==> config.mk <==
export PLATFORM = sky130hd
export DESIGN_NAME = vx_bits_extract_buf
export DESIGN_NICKNAME = d
export VERILOG_FILES = /design/src/rtl/vx_bits_extract_buf.sv
export SDC_FILE = /design/constraint.sdc
export NUM_CORES = 1
export LEC_CHECK = 0
export CORE_AREA = 2 2 39 41
export CTS_BUF_LIST = sky130_fd_sc_hd__clkbuf_8
export CTS_CLUSTER_SIZE = 24
export DETAILED_ROUTE_END_ITERATION = 10
export DIE_AREA = 0 0 41 43
export GPL_ROUTABILITY_DRIVEN = 0
export PLACE_DENSITY = 0.49
export SYNTH_ARGS = -nofsm -noshare
export SYNTH_HDL_FRONTEND = slang
export SYNTH_SLANG_ARGS = --single-unit
==> constraint.sdc <==
create_clock -name clk -period 5 [get_ports clk]
set_input_delay 0.75 -clock clk [delete_from_list [all_inputs] [get_ports clk]]
set_output_delay 0.75 -clock clk [all_outputs]
set_load 0.03 [all_outputs]
==> src/rtl/vx_bits_extract_buf.sv <==
// Stream stage that strips an S-bit sideband field spliced in at bit POS and
// registers payload and field separately behind a 2-entry skid buffer.
module vx_bits_extract_buf #(
    parameter int N   = 1,
    parameter int S   = 1,
    parameter int POS = 0
) (
    input  logic                           clk,
    input  logic                           reset,
    input  logic                           valid_in,
    input  logic [N+S-1:0]                 data_in,
    output logic                           ready_in,
    input  logic                           ready_out,
    output logic                           valid_out,
    output logic [N-1:0]                   data_out,
    output logic [((S > 0) ? S : 1)-1:0]   ext_out
);

    localparam int SP = (S > 0) ? S : 1;

    // Buffer occupancy encoded as {mainValid, skidValid}.
    localparam logic [1:0] EMPTY = 2'b00;
    localparam logic [1:0] ONE   = 2'b10;
    localparam logic [1:0] FULL  = 2'b11;

    logic [N-1:0]  splitData;
    logic [SP-1:0] splitExt;

    logic [N-1:0]  mainData_q, mainData_d;
    logic [SP-1:0] mainExt_q,  mainExt_d;
    logic          mainValid_q, mainValid_d;
    logic [N-1:0]  skidData_q, skidData_d;
    logic [SP-1:0] skidExt_q,  skidExt_d;
    logic          skidValid_q, skidValid_d;

    logic inFire;
    logic outFire;

    generate
        if (S == 0) begin : g_pass
            assign splitData = data_in;
            assign splitExt  = '0;
        end else if (POS == 0) begin : g_low
            assign splitData = data_in[N+S-1:S];
            assign splitExt  = data_in[S-1:0];
        end else if (POS == N) begin : g_high
            assign splitData = data_in[N-1:0];
            assign splitExt  = data_in[N+S-1:N];
        end else begin : g_mid
            assign splitData = {data_in[N+S-1:POS+S], data_in[POS-1:0]};
            assign splitExt  = data_in[POS+S-1:POS];
        end
    endgenerate

    // ready_in comes straight from a flop, so ready_out never reaches it combinationally.
    assign ready_in  = !skidValid_q;
    assign valid_out = mainValid_q;
    assign data_out  = mainData_q;
    assign ext_out   = mainExt_q;

    assign inFire  = valid_in && ready_in;
    assign outFire = mainValid_q && ready_out;

    always_comb begin
        mainData_d  = mainData_q;
        mainExt_d   = mainExt_q;
        mainValid_d = mainValid_q;
        skidData_d  = skidData_q;
        skidExt_d   = skidExt_q;
        skidValid_d = skidValid_q;

        case ({mainValid_q, skidValid_q})
            EMPTY: begin
                if (inFire) begin
                    mainData_d  = splitData;
                    mainExt_d   = splitExt;
                    mainValid_d = 1'b1;
                end
            end
            ONE: begin
                if (inFire && outFire) begin
                    mainData_d = splitData;
                    mainExt_d  = splitExt;
                end else if (inFire) begin
                    skidData_d  = splitData;
                    skidExt_d   = splitExt;
                    skidValid_d = 1'b1;
                end else if (outFire) begin
                    mainValid_d = 1'b0;
                end
            end
            FULL: begin
                if (outFire) begin
                    mainData_d  = skidData_q;
                    mainExt_d   = skidExt_q;
                    skidValid_d = 1'b0;
                end
            end
            default: begin
                // Skid-only is unreachable; fall back to empty if it ever appears.
                mainValid_d = 1'b0;
                skidValid_d = 1'b0;
            end
        endcase
    end

    always_ff @(posedge clk or posedge reset) begin
        if (reset) begin
            mainData_q  <= '0;
            mainExt_q   <= '0;
            mainValid_q <= 1'b0;
            skidData_q  <= '0;
            skidExt_q   <= '0;
            skidValid_q <= 1'b0;
        end else begin
            mainData_q  <= mainData_d;
            mainExt_q   <= mainExt_d;
            mainValid_q <= mainValid_d;
            skidData_q  <= skidData_d;
            skidExt_q   <= skidExt_d;
            skidValid_q <= skidValid_d;
        end
    end

endmodule

==> results of run 1 <==
## sequential cells by signal (all words and copies together), names as in the netlist
signal       cells
data_out         1
ext_out          1
skidData_q       1
valid_out        1
skidExt_q        1
skidValid_q      1
## final cells by class
cell class	instances	area, sq um
Sequential cell	6	150
Inverter	4	15.0
Fill cell	138	850
Multi-Input combinational cell	25	218
Tap cell	16	20.0
Clock buffer	3	41.3
Timing Repair Buffer	9	90.1
## layer usage
layer	share of wire	routed length, um
met1	0.43	347
met2	0.50	398
met3	0.040	32
met4	0.024	19
met5	0	0
## worst max-delay path, cell delays in order (launching register included)
cell and delay, ps:
dfrtp_1 390, inv_1 180, clkdlybuf4s50_1 710
## kinds of logic after synthesis
| family | count (synthesis) | share of synthesized area |
|---|---|---|
| AOI/OAI and AO/OA | 9 | 0.184 |
| adders and majority gates | 4 | 0.129 |
| buffers and inverters | 5 | 0.0485 |
| DFF | 6 | 0.388 |
| muxes | 6 | 0.175 |
| and+or+nand+nor | 6 | 0.0744 |
## metrics by stage
stage                     instance area [sq um]   util  total power, mW  worst slack, ps
after detailed placement                    493  0.356            0.281             2720
after floorplan                             387      -            0.221             3140
after global placement                      493  0.356            0.274             2720
after CTS                                   534  0.386            0.355             2760
after global routing                        534  0.386            0.379             2710
final                                       534  0.386            0.353             2760
## Yosys cell counts, types with 2 or more instances
library cell	count	area share
mux2_1	2	0.058
nand2_1	3	0.029
dfrtp_1	6	0.39
inv_1	4	0.039
a211oi_1	2	0.039
mux2_2	4	0.12
ha_1	4	0.13
## how the worst max path moves through the flow
stage | from | to | slack, ps
floorplan | valid_out | data_out | 3140
global placement | valid_in | ext_out | 2720
detailed placement | valid_in | data_out | 2720
CTS | skidValid_q | ready_in | 2760
global route | skidValid_q | ready_in | 2710
finish | skidValid_q | ready_in | 2760
## power by group through the flow
stage | clock network (mW) | logic (mW) | registers [mW]
3_5_place_dp | 0 | 0.190 | 0.0909
6_report | 0.0717 | 0.191 | 0.0902
2_1_floorplan | 0 | 0.110 | 0.111
3_3_place_gp | 0 | 0.184 | 0.0897
5_1_grt | 0.0785 | 0.207 | 0.0933
4_1_cts | 0.0739 | 0.191 | 0.0902
==> results.toml, run 1 <==
[run_status]
status = "complete, no violations"

[clock_tree]
ctsHtreeMaxLevel = 1
cts_sinks = 6
hold_buffers = 0
numCtsBuffers = 3
cts_setup_buffers = 0
clk_pin_slew_ps = 40
post_cts_resized = 0
cts-root-buf = "clkbuf_8"
worstSkewPairLatency_ps = 220
cts_tree = "yes"
clockBufferDepth = 2

[hold_path]
min_path_type = "reg -> reg"
min_to = "ext_out"
hold_depth = 1
worstHoldStart = "ext_out"

[grt]
antenna_found_initial = 0
grt_most_used_layer = "met1"
overflow = 0
grt_use_met1 = 0.162
use_met2 = 0.156
grt_pass1_wl_um = 1390
grt_max_degree = 9
grt_usage = 0.122
grt_pass1_vias = 323
met3_usage = 0.0471

[sta]
grt_setup_unrepaired = "no"
relSlewSlack = 0.726
worst_pin_slew_ps = 400
period_share = 0.448
fin_crit_ps = 2240
hold_viol_final = 0
slew_violations = 0
setup_viol = 0
skew_ps = 3.96
fmax_ghz = 0.446
holdWs_ps = 491
finalSetupTns_ps = 0

[power]
power_frac_seq = 0.256
internal_power_mw = 0.213
p_per_area_nw_per_um2 = 661
netSwitchingPower_mw = 0.140
ir_drop_uv = 194
power_frac_comb = 0.541
power_switching_share = 0.396
pwr-share-clk = 0.203
p_leak_nw = 0.235

[routing]
routedWlPerCell_um = 12.7
wirelength_um = 798
num_vias = 323
post_drt_via_cell_ratio = 5.13
route.detailed.drc = 0
first_pass_iters = 3
drt-initial-drc-count = 5
ant_nets = 0

[synth]
synth_cell_types = 18
syn_inst = 36
ys_ff_latch = 6
synth_edf_count = 0
ys.flop_type = "dfrtp_1"
ys_seq_area_frac = 0.388
netlist_area_sq_um = 387
synth_nets = 46
async_flop_share = 1.00
ys_warn_count = 0
syn_area_per_cell_sq_um = 10.7

[worst_setup_path]
r2r_cells = 5
r2r-start = "skidValid_q"
crit_path_start_kind = "register"
crit_arrival_ps = 1490
critPathMaxFanout = 6
reg2reg_slack_ps = 3210
r2r-end = "data_out"
cp.required_ps = 4250
path_class = "reg -> out"
end_kind = "primary output"

[cells_and_area]
layout_commonest_cell = "clkdlybuf4s50_1"
num_antenna_cells = 0
nets = 59
drive_above_1_share = 0.149
final_cell_mix = "clkdlybuf4s50_1 (9), dfrtp_1 (6), inv_1 (4), mux2_2 (4), ha_1 (4)"
area.growth.synth_to_final_pct = 38.2
stdcell_count = 63

[floorplan]
die_area_sq_um = 1760
dieHeight_um = 43
die_w_um = 41
start_util = 0.279
rows = 14
core-area_sq_um = 1380
ios = 10

[placed_design]
numPlacedInstances = 60
port_buffers = 9
hpwl_um = 622

[job]
cap_violations = 0
(Power assumes the default switching activity.)
==> inputs of run 2 (changes only) <==
- PLACE_DENSITY: 0.49 -> 0.51
- clock period: 5 -> 1.9 ns (I/O delays scaled with it)
==> results.toml, run 2 (synthesized netlist as in run 1, its figures left out) <==
[routing]
ant_nets = 0
route.detailed.drc = 0
drt-initial-drc-count = 10
routedWlPerCell_um = 13.8
first_pass_iters = 4
wirelength_um = 867
num_vias = 340
post_drt_via_cell_ratio = 5.40

[sta]
fin_crit_ps = 1770
hold_viol_final = 0
worst_pin_slew_ps = 354
setup_viol = 0
setup_ws_ps = 130
fmax_ghz = 0.565
relSlewSlack = 0.758
skew_ps = 1.94
holdWs_ps = 274
grt_setup_unrepaired = "no"
finalSetupTns_ps = 0
slew_violations = 0
period_share = 0.932

[cells_and_area]
regArea_sq_um = 151
fill_cells = 134
utilization = 0.389
final_cell_mix = "clkdlybuf4s50_1 (9), dfrtp_1 (5), inv_1 (4), mux2_2 (4)"
nets = 59
stdcell_count = 63
fin_area_sq_um = 538
drive_above_1_share = 0.191
num_antenna_cells = 0
multi_input_area_sq_um = 220
layout_commonest_cell = "clkdlybuf4s50_1"
area.growth.synth_to_final_pct = 39.2

[worst_setup_path]
max_stage_delay_ps = 430
worstPathCellList = "inv_1 -> ha_1 -> nor2_1 -> a41oi_1 -> a221o_1 -> mux2_1"
end_kind = "register"
crit_path_start_kind = "register"
critPathTopFamily = "flip-flops"
crit_arrival_ps = 1870
critPathBufInv = 1
cp.required_ps = 2000
slowest_stage = "dfrtp_2"
path_class = "reg -> reg"
critPathMaxFanout = 8

[placed_design]
port_buffers = 9
place_ws_ps = 78.1
hpwl_um = 648
numPlacedInstances = 60
postPlaceCellArea_sq_um = 493

[floorplan]
core-area_sq_um = 1380
die_area_sq_um = 1760
dieHeight_um = 43
ios = 10
rows = 14
die_w_um = 41
start_util = 0.279

[hold_path]
min_path_type = "in -> async"

[clock_tree]
worstSkewPairLatency_ps = 220
cts-root-buf = "clkbuf_8"
numCtsBuffers = 3
ctsHtreeMaxLevel = 1
cts_setup_buffers = 0
clk_pin_slew_ps = 40
clockBufferDepth = 2
cts_tree = "yes"
cts_sinks = 6

[job]
cap_violations = 0

[grt]
grt_pass1_vias = 347
antenna_found_initial = 0
grt_usage = 0.125
grt_pass1_wl_um = 1410
grt_max_degree = 9
overflow = 0

[power]
power_mw = 0.941
p_leak_nw = 0.232
p_per_area_nw_per_um2 = 1750
ir_drop_uv = 582

[run_status]
status = "complete, no violations"
-- run 2: path summary, 6_finish.rpt --
path                                 from  slack (ps)  cells after the start          to
worst max-delay path            valid_out         130                      6    data_out
worst min-delay path                reset         270                      2  skidData_q
worst max register to register  valid_out         130                      6    data_out
worst min register to register    ext_out         500                      1     ext_out
max in group asynchronous           reset        1420                      2   valid_out
min in group clk                  ext_out         500                      1     ext_out
-- run 2: cell type report --
cell class | instances | area share
timing repair buffer | 9 | 0.167
sequential | 6 | 0.281
inverter | 4 | 0.0279
clock buffer | 3 | 0.0767
tap | 16 | 0.0372
multi-input combinational | 25 | 0.409
-- run 2: metal layers --
metal / wire, um / up-vias / track usage
li1: - / 159 / -
met1: 327 / 159 / 0.125
met2: 451 / 20 / 0.197
met3: 72 / 2 / 0.0262
met4: 16 / 0 / 0.120
met5: 0 / - / 0
-- run 2: power by group --
part	internal (mW)	switching, mW	total [mW]
Clock	0.136	0.0536	0.190
Sequential	0.194	0.0491	0.243
Combinational	0.237	0.271	0.508
Total	0.567	0.374	0.941
-- run 2: what timing repair did --
action / in CTS / in global routing
endpoints found under the setup margin: 0 / 2
resized for setup: 0 / 2
hold buffers: 0 / 0
endpoints found under the hold margin: 0 / 0
